File: src/rtl/bias_preload_fifo.sv
// AXI4-Stream slave front end and first-word-fall-through preload FIFO for the bias path.
// Optional stream framing check is enabled with `define BIAS_PRELOAD_TLAST_CHECK_EN.
module bias_preload_fifo #(
    parameter int DATA_WIDTH = 32,
    parameter int FIFO_SIZE  = 16,
    parameter int bit_num    = 4
) (
    input  logic                  clk,
    input  logic                  rst_n,
    input  logic [DATA_WIDTH-1:0] s_axis_tdata,
    input  logic                  s_axis_tvalid,
    input  logic                  s_axis_tlast,
    output logic                  s_axis_tready,
    input  logic                  transfer_start,
    input  logic                  write_en,
    input  logic [11:0]           output_channel_size,
    input  logic                  axis_fifo_read,
    output logic [DATA_WIDTH-1:0] bias_from_preload,
    output logic [bit_num:0]      axis_fifo_cnt,
    output logic                  wait_input_from_axis,
    output logic                  preload_done,
    output logic                  tlast_err
);

    localparam logic [bit_num:0] FULL_CNT = (bit_num+1)'(FIFO_SIZE);

    logic [DATA_WIDTH-1:0] mem [FIFO_SIZE];
    logic [bit_num-1:0]    wr_ptr;
    logic [bit_num-1:0]    rd_ptr;
    logic [bit_num:0]      cnt;
    logic [11:0]           beat_cnt;
    logic                  active;
    logic                  session_start;
    logic                  push;
    logic                  pop;
    logic                  not_empty;
    logic                  last_beat;

    assign session_start = transfer_start && write_en;
    assign not_empty     = (cnt != '0);
    assign s_axis_tready = active && write_en && (cnt != FULL_CNT) && !preload_done;
    // transfer_start (either flavour) suppresses any push or pop in its cycle
    assign push          = s_axis_tvalid && s_axis_tready && !transfer_start;
    assign pop           = axis_fifo_read && not_empty && !transfer_start;
    assign last_beat     = (beat_cnt + 12'd1 == output_channel_size) && (output_channel_size != 12'd0);

    assign bias_from_preload    = not_empty ? mem[rd_ptr] : '0;
    assign axis_fifo_cnt        = cnt;
    assign wait_input_from_axis = not_empty;

    always_ff @(posedge clk) begin
        if (push) begin
            mem[wr_ptr] <= s_axis_tdata;
        end
    end

    always_ff @(posedge clk or negedge rst_n) begin
        if (!rst_n) begin
            wr_ptr       <= '0;
            rd_ptr       <= '0;
            cnt          <= '0;
            beat_cnt     <= '0;
            active       <= 1'b0;
            preload_done <= 1'b0;
        end else if (session_start) begin
            wr_ptr       <= '0;
            rd_ptr       <= '0;
            cnt          <= '0;
            beat_cnt     <= '0;
            active       <= 1'b1;
            preload_done <= 1'b0;
        end else if (transfer_start) begin
            active <= 1'b0;
        end else begin
            if (push) begin
                wr_ptr   <= wr_ptr + 1'b1;
                beat_cnt <= beat_cnt + 12'd1;
                if (last_beat) begin
                    preload_done <= 1'b1;
                end
            end
            if (pop) begin
                rd_ptr <= rd_ptr + 1'b1;
            end
            // a pop while empty is already masked, so push+pop always nets zero
            if (push && !pop) begin
                cnt <= cnt + 1'b1;
            end else if (pop && !push) begin
                cnt <= cnt - 1'b1;
            end
        end
    end

`ifdef BIAS_PRELOAD_TLAST_CHECK_EN
    logic [11:0] last_idx;
    logic        framing_bad;

    assign last_idx    = output_channel_size - 12'd1;
    assign framing_bad = (s_axis_tlast && (beat_cnt != last_idx)) ||
                         (!s_axis_tlast && last_beat);

    always_ff @(posedge clk or negedge rst_n) begin
        if (!rst_n) begin
            tlast_err <= 1'b0;
        end else if (session_start) begin
            tlast_err <= 1'b0;
        end else if (push && framing_bad) begin
            tlast_err <= 1'b1;
        end
    end
`else
    logic unused_tlast;
    assign unused_tlast = s_axis_tlast;
    assign tlast_err    = 1'b0;
`endif

endmodule
File: config.mk
export PLATFORM = sky130hd
export DESIGN_NAME = bias_preload_fifo
export DESIGN_NICKNAME = d
export VERILOG_FILES = /design/src/rtl/bias_preload_fifo.sv
export SDC_FILE = /design/constraint.sdc
export NUM_CORES = 1
export LEC_CHECK = 0
export BUFFER_PORTS_ARGS = -buffer_cell sky130_fd_sc_hd__buf_2
export CAP_MARGIN = 20
export CORE_ASPECT_RATIO = 0.6
export CORE_MARGIN = 10
export CORE_UTILIZATION = 55
export DETAILED_ROUTE_END_ITERATION = 7
export GPL_ROUTABILITY_DRIVEN = 0
export PLACE_DENSITY_LB_ADDON = 0.25
export RECOVER_POWER = 25
export SETUP_SLACK_MARGIN = 0.15
export SYNTH_ARGS = -nofsm -noshare
export SYNTH_HDL_FRONTEND = slang
export SYNTH_SLANG_ARGS = --single-unit
File: constraint.sdc
create_clock -name clk -period 2.6 [get_ports clk]
set_input_delay 0.52 -clock clk [delete_from_list [all_inputs] [get_ports clk]]
set_output_delay 0.52 -clock clk [all_outputs]
set_load 0.01 [all_outputs]
# After elaboration in Yosys (flattened, before gate mapping)
# Memories as Yosys holds them, arrays and structs flattened.
# Index checks and enable logic that the tools add are counted.
# totals
ff_bits	27
mem_bits_rw	512
n_memories	1
# classes
n_addsub	5
eq_ne	3
muxes	22
n_reduce_logical	26
# mem_list
name	words	width	rd	rd_clocked_by_memory_dff	write_ports	line	text
mem	16	32	1	0	1	27	logic [DATA_WIDTH-1:0] mem [FIFO_SIZE];
# ops
op	n
2-to-1 mux 12 bit	3
2-to-1 mux 32 bit	1
2-to-1 mux 4 bit	6
2-to-1 mux 5 bit	4
adder 12 x 1 -> 12 bit (second input constant)	1
equality test 12 bit	1
nonzero test 12 bit	1
logical AND 1 bit	11
adder 4 x 1 -> 4 bit (second input constant)	2
2-to-1 mux 1 bit	8
nonzero test 2 bit	4
AND reduction 2 bit	3
adder 5 x 1 -> 5 bit (second input constant)	1
!= test 5 bit (second input constant)	1
nonzero test 5 bit	1
subtractor 5 x 1 -> 5 bit (second input constant)	1
logical NOT 1 bit	4
AND reduction 3 bit	1
nonzero test 3 bit	1
!= test 2 x 1 -> 1 bit (second input constant)	1

# Logic depth before layout (Yosys ltp)
# logic_depth
ltp_word	11
depth_mapped	12

# Least setup slack after synthesis
# OpenSTA, ideal clock, no wires.
# synth_path
kind	reg-to-reg
from	reg cnt[0] (netlist: axis_fifo_cnt[0])
to	reg cnt[4] (netlist: axis_fifo_cnt[4])
setup_time_ns	0.120
arrival_time_ns	2.814
required_ns	2.480
setup_slack_ns	-0.335
stages_incl_launch_ff	12
path_buffers	1
synth_period_minus_slack_ns	2.935
path_cell_list	dfrtp_1 -> nor4_4 -> a211o_4 -> nor2_4 -> buf_2 -> nand2_1 -> fa_1 -> a21o_1 -> a21oi_1 -> nor4_4 -> a311o_1 -> o211a_1
# synth_between
elab_chain_cells	9
word_cells_on_any_way	20
classes_between	add/sub (2); eq/ne (1); mux (4); reduce/logical (13)
# synth_lines
element	line	text
start, declared	30	logic [bit_num:0] cnt;
start signal, assigned	87	cnt <= cnt + 1'b1;
start signal, assigned	89	cnt <= cnt - 1'b1;
parallel branches: the longest is 9 deep, another holds subtractor 5 x 1 -> 5 bit	--	
# Parallel ways; which one is timed is not known. The select of a mux whose other input is x is not followed.
# A chain may end at the register's enable or synchronous reset.

# Worst setup path after layout
# layout_path
from	reg rd_ptr[0]
to	out bias_from_preload[29]
# layout_between
elab_chain_cells	2
# layout_lines
element	line	text
start, declared	29	logic [bit_num-1:0] rd_ptr;
start signal, assigned	83	rd_ptr <= rd_ptr + 1'b1;
memory read (16 x 32 bit)	--	
2-to-1 mux 32 bit	47	assign bias_from_preload = not_empty ? mem[rd_ptr] : '0;
end, declared	18	output logic [DATA_WIDTH-1:0] bias_from_preload,
# No other way between the ends.

==> impl_metrics.json <==
{
  "status": "complete, but fails checks",
  "failed_checks": "setup timing",
  "dr.pass1.iters": 5,
  "cp_max_fo": 10,
  "p_per_area_nw_per_um2": 891,
  "yosysWarnings": 0,
  "vias": 12175,
  "dr.first_iter.drc_count": 1275,
  "peakVddDrop_v": 0.000652,
  "hold_viol": 0,
  "finalClockSkew_ps": 13.9,
  "cp.required_ps": 2080,
  "tritoncts": "built",
  "reg2reg_depth": 11,
  "min_from": "s_axis_tdata[6]",
  "avgSynthCellArea_um2": 18.2,
  "initial_utilization": 0.558,
  "overflow": 0,
  "cp-start-kind": "register",
  "wirelength_um": 51300,
  "design_power_total_w": 0.0233,
  "synthTopCellsByCount": "edfxtp_1 (512), mux2i_1 (130), mux4_2 (64)",
  "clockBufferDepth": 3,
  "numCtsBuffers": 48,
  "holdPathEnd": "mem[13][6]",
  "grt_max_degree": 60,
  "core_area_um2": 39100,
  "arrival_ps": 2550,
  "drtAntennaViolNets": 0,
  "r2r_slack_ps": -20,
  "detail_route.wl_per_cell_um": 26.3,
  "htreeDepth": 2,
  "synthToLayoutAreaGrowth_pct": 19.9,
  "rows": 56,
  "synthMostInstantiatedCell": "edfxtp_1",
  "grt_pass1_vias": 12079,
  "synthTopCellsByArea": "edfxtp_1 (70%), mux4_2 (6.6%), mux2i_1 (6.0%)",
  "die_h_um": 174,
  "setup_ws_ps": -473,
  "final_cells": 1946,
  "drt-vias-per-instance": 6.26,
  "drv_slew": 0,
  "ys.flop_type": "edfxtp_1",
  "synth-edff-count": 512,
  "hold_class": "input pin to register",
  "synth_cell_types": 61,
  "worst_pin_slew_ps": 661,
  "hpwl_um": 28800,
  "dieArea_um2": 48300,
  "grtUsageTotal": 0.205,
  "r2r-start": "axis_fifo_cnt[2]",
  "layout-drive-gt1-share": 0.296,
  "cts.sinks": 539,
  "clock_latency_ps": 570,
  "rsz0062_at_grt": "true",
  "dp.cells": 1820,
  "portBuffers": 89,
  "crit-reg2reg-capture": "axis_fifo_cnt[3]",
  "period_minus_slack_ps": 3070,
  "worstHoldPathCells": 1,
  "crit_type": "register to output port",
  "synth_fp_nets": 1261,
  "ys_seq_area_frac": 0.735,
  "nets": 1445,
  "max-slew-margin-rel": 0.559,
  "pin_count": 92,
  "power.leakage_nw": 8.62,
  "die_w_um": 277,
  "fmax_ghz": 0.325,
  "grt_pass1_wl_um": 76100,
  "synth_area_leader_cell": "edfxtp_1",
  "synthCells": 1199,
  "async_flop_share": 0.0501,
  "synth-seq-cells": 539,
  "syn_area_um2": 21800,
  "fillers": 2591,
  "cp-end-kind": "output port",
  "synth.top_cell.area_share": 0.705,
  "fin_crit_sh": 1.18,
  "antenna_found_initial": 2,
  "clkTransAtPathRegs_ps": 60,
  "setup_viol": 33,
  "drc_errors": 0,
  "drv_cap": 0,
  "dp_slack_ps": -59.6,
  "root_buffer": "clkbuf_16"
}
-- cell usage in the layout (no fill, tap or decap), drive strengths merged, types with 13 or more instances in the layout --
cell / n
and2: 13
o22ai: 32
nand2: 62
o21ai: 52
a21oi: 38
clkbuf: 83
edfxtp: 512
dfrtp: 27
mux4: 64
buf: 176
clkinv: 25
o221ai: 33
xnor2: 17
o32a: 32
mux2i: 130
-- per-layer routing --
layer | share of wire | up-vias | global-route usage
met5 | 0 | - | 0
met2 | 0.46 | 508 | 0.315
met3 | 0.074 | 71 | 0.0352
met4 | 0.015 | 0 | 0.0442
met1 | 0.45 | 6287 | 0.303
li1 | - | 5309 | -
-- worst max path at each step --
stage                startpoint               endpoint  slack, ps  cells past startpoint
3_5_place_dp           write_en       axis_fifo_cnt[3]        -60                     11
6_report              rd_ptr[0]  bias_from_preload[29]       -470                      8
4_1_cts               rd_ptr[0]   bias_from_preload[2]       -470                      7
3_3_place_gp           write_en       axis_fifo_cnt[3]        -20                     11
2_1_floorplan  axis_fifo_cnt[2]       axis_fifo_cnt[4]        -40                     10
5_1_grt               rd_ptr[0]  bias_from_preload[21]       -540                      9
-- registers in the layout (all words and copies together) (netlist names) --
| name | count |
|---|---|
| mem | 512 |
| beat_cnt | 12 |
| axis_fifo_cnt | 5 |
| rd_ptr | 4 |
| wr_ptr | 4 |
| active | 1 |
| preload_done | 1 |
-- worst max-delay path, cell delays in order (launching register included) --
cell	delay (ps)
dfrtp_4	520
buf_4	180
bufbuf_16	290
mux2i_2	220
o22ai_1	130
o32a_1	350
nand2_1	60
a21oi_1	50
buf_2	180
-- metrics by stage --
stage / hold slack, ps / instance area [um2] / utilization / TNS, ps
after floorplan: 224 / 21900 / - / -63.7
after global placement: 468 / 23800 / 0.609 / -36.2
after detailed placement: 486 / 23800 / 0.609 / -99.7
after CTS: 298 / 25900 / 0.661 / -13510
after global routing: 335 / 26200 / 0.669 / -15740
final: 334 / 26200 / 0.669 / -13140
-- layout make-up --
cell class / count / area [um2] / area share
multi-input combinational: 581 / 5760 / 0.220
clock buffer: 56 / 1250 / 0.0479
timing repair buffer: 205 / 2130 / 0.0815
sequential: 539 / 16100 / 0.614
antenna: 2 / 5.00 / 0.000191
tap: 522 / 653 / 0.0250
clock inverter: 33 / 263 / 0.0100
inverter: 8 / 32.5 / 0.00124
-- power by group --
part / switching [W] / total, W / leakage (nW) / internal, W
registers: 0.0000907 / 0.00968 / 4.96 / 0.00959
logic: 0.00338 / 0.00673 / 2.92 / 0.00334
clock network: 0.00306 / 0.00691 / 0.741 / 0.00385
-- kinds of logic after synthesis --
| group | share of synthesized area |
|---|---|
| other | 0.000172 |
| and+or+nand+nor | 0.0337 |
| muxes | 0.126 |
| buffers and inverters | 0.0182 |
| AOI/OAI and AO/OA | 0.0701 |
| adders and majority gates | 0.00665 |
| xor gates and xnor gates | 0.0100 |
| DFF | 0.735 |
-- repair_timing --
item                                    in CTS  in global routing
hold buffers                                 1                  0
endpoints found under the hold margin       27                  0
resized for setup                           54                 34
cloned                                       4                  4
pin swaps                                   11                 16
buffers inserted                            18                  8
endpoints found under the setup margin      36                164
No activity file was read; power rests on OpenSTA's default activity.
